[config.mk]
export PLATFORM = sky130hd
export DESIGN_NAME = muldiv_hilo_unit_flat
export DESIGN_NICKNAME = d
export VERILOG_FILES = /design/src/rtl/muldiv_hilo_unit_if.sv /design/src/rtl/muldiv_hilo_unit.sv /design/src/flat_wrapper.sv
export SDC_FILE = /design/constraint.sdc
export NUM_CORES = 1
export LEC_CHECK = 0
export BUFFER_PORTS_ARGS = -buffer_cell sky130_fd_sc_hd__buf_2
export CAP_MARGIN = 10
export CORE_ASPECT_RATIO = 1.1
export CORE_MARGIN = 3
export CORE_UTILIZATION = 40
export DETAILED_ROUTE_END_ITERATION = 10
export SYNTH_ARGS = -nofsm -noshare
export SYNTH_HDL_FRONTEND = slang
export SYNTH_SLANG_ARGS = --single-unit
[constraint.sdc]
create_clock -name clk -period 6.4 [get_ports clk]
set_clock_uncertainty 0.1 [all_clocks]
set_input_delay 1.92 -clock clk [delete_from_list [all_inputs] [get_ports clk]]
set_output_delay 1.92 -clock clk [all_outputs]
set_load 0.02 [all_outputs]
[src/rtl/muldiv_hilo_unit_if.sv]
// Bundle between the execute stage and the multiply/divide unit.
// The pipeline drives the request and MTHI/MTLO side and reads HI/LO and status.
interface muldiv_hilo_unit_if #(
  parameter int WIDTH = 32
) ();
  logic             start;
  logic [1:0]       op;
  logic [WIDTH-1:0] a;
  logic [WIDTH-1:0] b;
  logic             hi_we;
  logic             lo_we;
  logic [WIDTH-1:0] wdata;
  logic             busy;
  logic             done;
  logic [WIDTH-1:0] hi;
  logic [WIDTH-1:0] lo;

  modport master (
    output start, op, a, b, hi_we, lo_we, wdata,
    input  busy, done, hi, lo
  );

  modport slave (
    input  start, op, a, b, hi_we, lo_we, wdata,
    output busy, done, hi, lo
  );
endinterface

[src/rtl/muldiv_hilo_unit.sv]
// Iterative MULT/MULTU/DIV/DIVU unit owning the HI/LO registers.
// The operation runs on magnitudes for WIDTH cycles; signs are fixed up in a final cycle.
module muldiv_hilo_unit #(
  parameter int WIDTH = 32
) (
  input  logic                clk,
  input  logic                reset,
  muldiv_hilo_unit_if.slave   bus
);
  localparam int CW = $clog2(WIDTH) + 1;

  typedef enum logic [1:0] {IDLE, CALC, FIX} state_t;

  state_t             state_reg, state_next;
  logic [CW-1:0]      count_reg, count_next;
  logic [1:0]         op_reg;
  logic [WIDTH-1:0]   a_reg;
  logic [WIDTH-1:0]   mag_b_reg;
  logic               b_sign_reg;
  logic               b_zero_reg;
  logic [2*WIDTH-1:0] acc_reg, acc_next;
  logic [WIDTH-1:0]   hi_reg, lo_reg;
  logic               done_reg;

  logic               start_ok;
  logic               in_signed;
  logic [WIDTH-1:0]   mag_a_in, mag_b_in;
  logic               is_div, is_signed;
  logic [WIDTH:0]     mul_sum;
  logic [WIDTH:0]     div_shift;
  logic [WIDTH+1:0]   div_diff;
  logic [2*WIDTH-1:0] prod_fixed;
  logic [WIDTH-1:0]   quo, rem;
  logic [WIDTH-1:0]   fix_hi, fix_lo;

  assign start_ok  = bus.start && (state_reg == IDLE);
  assign in_signed = ~bus.op[0];
  assign mag_a_in  = (in_signed && bus.a[WIDTH-1]) ? (~bus.a + 1'b1) : bus.a;
  assign mag_b_in  = (in_signed && bus.b[WIDTH-1]) ? (~bus.b + 1'b1) : bus.b;
  assign is_div    = op_reg[1];
  assign is_signed = ~op_reg[0];

  always_ff @(posedge clk or negedge reset) begin
    if (!reset) begin
      state_reg <= IDLE;
    end else begin
      state_reg <= state_next;
    end
  end

  always_comb begin
    state_next = state_reg;
    count_next = count_reg;
    case (state_reg)
      IDLE: begin
        if (start_ok) begin
          state_next = CALC;
          count_next = CW'(WIDTH);
        end
      end
      CALC: begin
        count_next = count_reg - CW'(1);
        if (count_reg == CW'(1)) begin
          state_next = FIX;
        end
      end
      FIX: begin
        state_next = IDLE;
      end
      default: begin
        state_next = IDLE;
      end
    endcase
  end

  // acc holds the product for multiplies and {remainder, quotient/dividend} for divides.
  always_comb begin
    mul_sum   = {1'b0, acc_reg[2*WIDTH-1:WIDTH]} + (acc_reg[0] ? {1'b0, mag_b_reg} : '0);
    div_shift = {acc_reg[2*WIDTH-1:WIDTH], acc_reg[WIDTH-1]};
    div_diff  = {1'b0, div_shift} - {2'b00, mag_b_reg};
    acc_next  = acc_reg;
    if (is_div) begin
      if (!div_diff[WIDTH+1]) begin
        acc_next = {div_diff[WIDTH-1:0], acc_reg[WIDTH-2:0], 1'b1};
      end else begin
        acc_next = {div_shift[WIDTH-1:0], acc_reg[WIDTH-2:0], 1'b0};
      end
    end else begin
      acc_next = {mul_sum, acc_reg[WIDTH-1:1]};
    end
  end

  always_comb begin
    quo        = acc_reg[WIDTH-1:0];
    rem        = acc_reg[2*WIDTH-1:WIDTH];
    prod_fixed = (is_signed && (a_reg[WIDTH-1] ^ b_sign_reg)) ? (~acc_reg + 1'b1) : acc_reg;
    fix_hi     = prod_fixed[2*WIDTH-1:WIDTH];
    fix_lo     = prod_fixed[WIDTH-1:0];
    if (is_div) begin
      if (b_zero_reg) begin
        fix_hi = a_reg;
        fix_lo = '1;
      end else begin
        fix_lo = (is_signed && (a_reg[WIDTH-1] ^ b_sign_reg)) ? (~quo + 1'b1) : quo;
        fix_hi = (is_signed && a_reg[WIDTH-1]) ? (~rem + 1'b1) : rem;
      end
    end
  end

  always_ff @(posedge clk or negedge reset) begin
    if (!reset) begin
      count_reg  <= '0;
      op_reg     <= '0;
      a_reg      <= '0;
      mag_b_reg  <= '0;
      b_sign_reg <= 1'b0;
      b_zero_reg <= 1'b0;
      acc_reg    <= '0;
    end else begin
      count_reg <= count_next;
      if (start_ok) begin
        op_reg     <= bus.op;
        a_reg      <= bus.a;
        mag_b_reg  <= mag_b_in;
        b_sign_reg <= bus.b[WIDTH-1];
        b_zero_reg <= (bus.b == '0);
        acc_reg    <= {{WIDTH{1'b0}}, mag_a_in};
      end else if (state_reg == CALC) begin
        acc_reg <= acc_next;
      end
    end
  end

  // An idle start takes priority over a same-cycle MTHI/MTLO.
  always_ff @(posedge clk or negedge reset) begin
    if (!reset) begin
      hi_reg   <= '0;
      lo_reg   <= '0;
      done_reg <= 1'b0;
    end else begin
      done_reg <= (state_reg == FIX);
      if (state_reg == FIX) begin
        hi_reg <= fix_hi;
        lo_reg <= fix_lo;
      end else if (state_reg == IDLE && !bus.start) begin
        if (bus.hi_we) hi_reg <= bus.wdata;
        if (bus.lo_we) lo_reg <= bus.wdata;
      end
    end
  end

  assign bus.busy = (state_reg != IDLE);
  assign bus.done = done_reg;
  assign bus.hi   = hi_reg;
  assign bus.lo   = lo_reg;
endmodule
[src/flat_wrapper.sv]
// flat-port wrapper written by rule: the top's interface ports become plain ports
module muldiv_hilo_unit_flat 
#(
  parameter int WIDTH = 32
)
  (clk, reset, bus_start, bus_op, bus_a, bus_b, bus_hi_we, bus_lo_we, bus_wdata, bus_busy, bus_done, bus_hi, bus_lo);
  muldiv_hilo_unit_if #(.WIDTH(WIDTH)) bus_i ();
  input  logic clk;
  input  logic reset;
  input wire logic [$bits(bus_i.start)-1:0] bus_start;
  input wire logic [$bits(bus_i.op)-1:0] bus_op;
  input wire logic [$bits(bus_i.a)-1:0] bus_a;
  input wire logic [$bits(bus_i.b)-1:0] bus_b;
  input wire logic [$bits(bus_i.hi_we)-1:0] bus_hi_we;
  input wire logic [$bits(bus_i.lo_we)-1:0] bus_lo_we;
  input wire logic [$bits(bus_i.wdata)-1:0] bus_wdata;
  output wire logic [$bits(bus_i.busy)-1:0] bus_busy;
  output wire logic [$bits(bus_i.done)-1:0] bus_done;
  output wire logic [$bits(bus_i.hi)-1:0] bus_hi;
  output wire logic [$bits(bus_i.lo)-1:0] bus_lo;
  assign bus_i.start = bus_start;
  assign bus_i.op = bus_op;
  assign bus_i.a = bus_a;
  assign bus_i.b = bus_b;
  assign bus_i.hi_we = bus_hi_we;
  assign bus_i.lo_we = bus_lo_we;
  assign bus_i.wdata = bus_wdata;
  assign bus_busy = bus_i.busy;
  assign bus_done = bus_i.done;
  assign bus_hi = bus_i.hi;
  assign bus_lo = bus_i.lo;
  muldiv_hilo_unit #(.WIDTH(WIDTH)) u_core (.clk(clk), .reset(reset), .bus(bus_i));
endmodule
==> impl_metrics.yaml <==
finish:
  antennaDiodeCount: 0
  nets: 2369
  largest_reg_flops: 64
  area_growth_syn_to_layout_pct: 13.5
  drive_above_1_share_pct: 12.6
clock_tree:
  clkSinkCount: 205
  cts_buffer_depth: 3
  cts_setup_buffers: 0
  cts_made_buffers: 26
  cts_hold_buf: 0
  cts-root-buf: "clkbuf_16"
  clk_pin_slew_ns: 0.06
  cts_resized: 0
  cts_tree: "built"
  clk_latency_ns: 0.56
  htreeDepth: 1
drt:
  vias: 16600
  drt_first_pass_iters: 6
  drc: 0
  drt-initial-drc-count: 1336
  routed.top_layer: "met4"
  via_per_inst: 6.00
  ant_nets: 0
  met2_wirelength_um: 30500
  met1_length_um: 26000
  wl_per_cell_um: 23.3
  drt_wl_total_um: 64300
  dr_wl_met3_um: 4040
floorplanning:
  placementRows: 77
  die_width_um: 200
  fp.dieH_um: 219
  start_util_pct: 40.8
  die_area_um2: 43900
  coreArea_um2: 40600
  io_pins: 169
synth:
  ys_types: 90
  synth_ff_type: "dfrtp_1"
  netlist_area_um2: 16600
  synthTopCellsByArea: "dfrtp_1 31%, nand2_1 6.7%, o21ai_0 6.5%, ha_1 5.3%, a21oi_1 5.1%"
  synth_most_common_cell: "nand2_1"
  syn_inst: 2107
  synth.avg_cell_area_um2: 7.86
  ys_ff_latch: 205
  synth_area_leader_cell: "dfrtp_1"
  synth_seq_area_share_pct: 31.0
  synth_top_area_share_pct: 31.0
  synth_edf_count: 0
  ys_warn_count: 0
  async_reset_ff_share_pct: 100
  ys_top_cells_by_count: "294 x nand2_1, 216 x o21ai_0, 205 x dfrtp_1"
  syn_nets: 2282
timing:
  tns_ns: 0
  clock.fmax_ghz: 0.233
  worstMarginPinSlew_ns: 1.24
  finalMaxSlewViolations: 0
  slew_headroom_pct: 17.3
  setup_violations: 0
  period_minus_slack_ns: 4.29
  whs_ns: 0.370
  hold_violations: 0
  rsz0062_at_grt: "false"
  fin_crit_sh_pct: 67.0
min_path:
  worst_hold_path.num_cells: 2
  min_to: "u_core.a_reg[20]"
  hold_start: "u_core.a_reg[20]"
  hp-class: "flip-flop to flip-flop"
critical_path:
  cp-startpoint: "u_core.acc_reg[0]"
  r2r_slack_ns: 2.11
  crit_type: "flip-flop to flip-flop"
  worstSetupEndpointType: "flip-flop"
  r2r_cells: 11
  timing.rr.end: "u_core.acc_reg[61]"
  critPathRequiredTime_ns: 6.77
  r2r-start: "u_core.acc_reg[0]"
  arrival_ns: 4.66
  critPathLaunchType: "flip-flop"
  worst-path-max-fanout: 18
pwr:
  vdd_drop_max_mv: 0.296
  p_per_area_nw_per_um2: 640
  p_leak_nw: 8.33
global_route:
  grt_max_degree: 103
  grt_pass1_wl_um: 96900
  first_global_vias: 16200
  antenna_found_initial: 0
  grt_overflow: 0
  gr-usage-all-layers_pct: 28.5
placement:
  place_hpwl_um: 49200
  io_buffers: 168
  place_congestion: 0.928
outcome:
  status: "completed"
job:
  drv_cap: 0
layout make-up:
| type | instances | area, µm² |
|---|---|---|
| tap | 553 | 692 |
| clock buffer | 36 | 739 |
| multi-input combinational | 1700 | 10700 |
| sequential | 205 | 5130 |
| clock inverter | 12 | 265 |
| timing repair buffer | 190 | 1040 |
| fill | 4123 | 21800 |
| inverter | 71 | 267 |
worst max-delay path: stages (launching register included):
cell      delay, ns
dfrtp_1        0.57
inv_1          0.72
nor2_1         0.13
ha_1           0.38
a21o_1         0.20
or3_1          0.36
o211a_1        0.28
o311a_1        0.37
or2_1          0.30
a2111o_1       0.45
o21a_1         0.19
o211ai_1       0.15
power breakdown:
group / switching [W] / internal (W)
clock network: 0.000626 / 0.00113
registers: 0.000966 / 0.00193
logic: 0.00466 / 0.00272
total: 0.00625 / 0.00578
worst max-delay path by stage:
stage	slack [ns]	end	cells after the start
2_1_floorplan	2.23	u_core.acc_reg[31]	8
3_3_place_gp	1.69	u_core.mag_b_reg[22]	10
3_5_place_dp	1.62	u_core.mag_b_reg[22]	10
4_1_cts	2.16	u_core.acc_reg[61]	11
5_1_grt	1.91	u_core.acc_reg[58]	11
6_report	2.11	u_core.acc_reg[61]	11
placed cells by master, fill, tap and decap left out, drive strengths merged, types with 9 or more instances in the layout:
cell,count
a211oi,24
a21o,27
a21oi,171
a22oi,19
a31oi,17
a32oi,10
and2,10
and3,17
buf,189
clkbuf,37
dfrtp,205
ha,70
inv,70
mux2i,50
nand2,294
nand2b,21
nand3,33
nand4,10
nor2,174
nor2b,12
nor3,41
nor4,26
o211ai,30
o21a,12
o21ai,224
o21bai,12
o22ai,57
o31ai,25
o41ai,9
or3,19
or4,14
xnor2,88
xor2,72
layer usage:
metal  up-vias  track usage (%)
met3       131             2.84
met2       721             47.9
li1       7808                -
met4         0             15.1
met5         -                0
met1      7955             36.0
stage by stage:
step / cells / utilization [%] / instance area [µm²] / worst slack, ns / total power (W)
after floorplan: 2107 / - / 16600 / 2.23 / 0.00772
after global placement: 2718 / 43.8 / 17800 / 1.69 / 0.0101
after detailed placement: 2718 / 43.8 / 17800 / 1.62 / 0.0101
after CTS: 2766 / 46.3 / 18800 / 2.16 / 0.0119
after global routing: 2767 / 46.3 / 18800 / 1.91 / 0.0128
final: 2767 / 46.3 / 18800 / 2.11 / 0.0120
kinds of logic (layout without fill, tap and decap cells):
logic type	count (synthesis)	count (layout)	synth area share, %
AOI/OAI and AO/OA	709	709	26.7
and+or+nand+nor	702	702	20.0
DFF	205	205	31.0
buffers and inverters	202	309	4.78
xor gates and xnor gates	160	160	8.47
adders and majority gates	72	72	5.53
muxes	57	57	3.50
No activity file was read; power rests on OpenSTA's default activity.
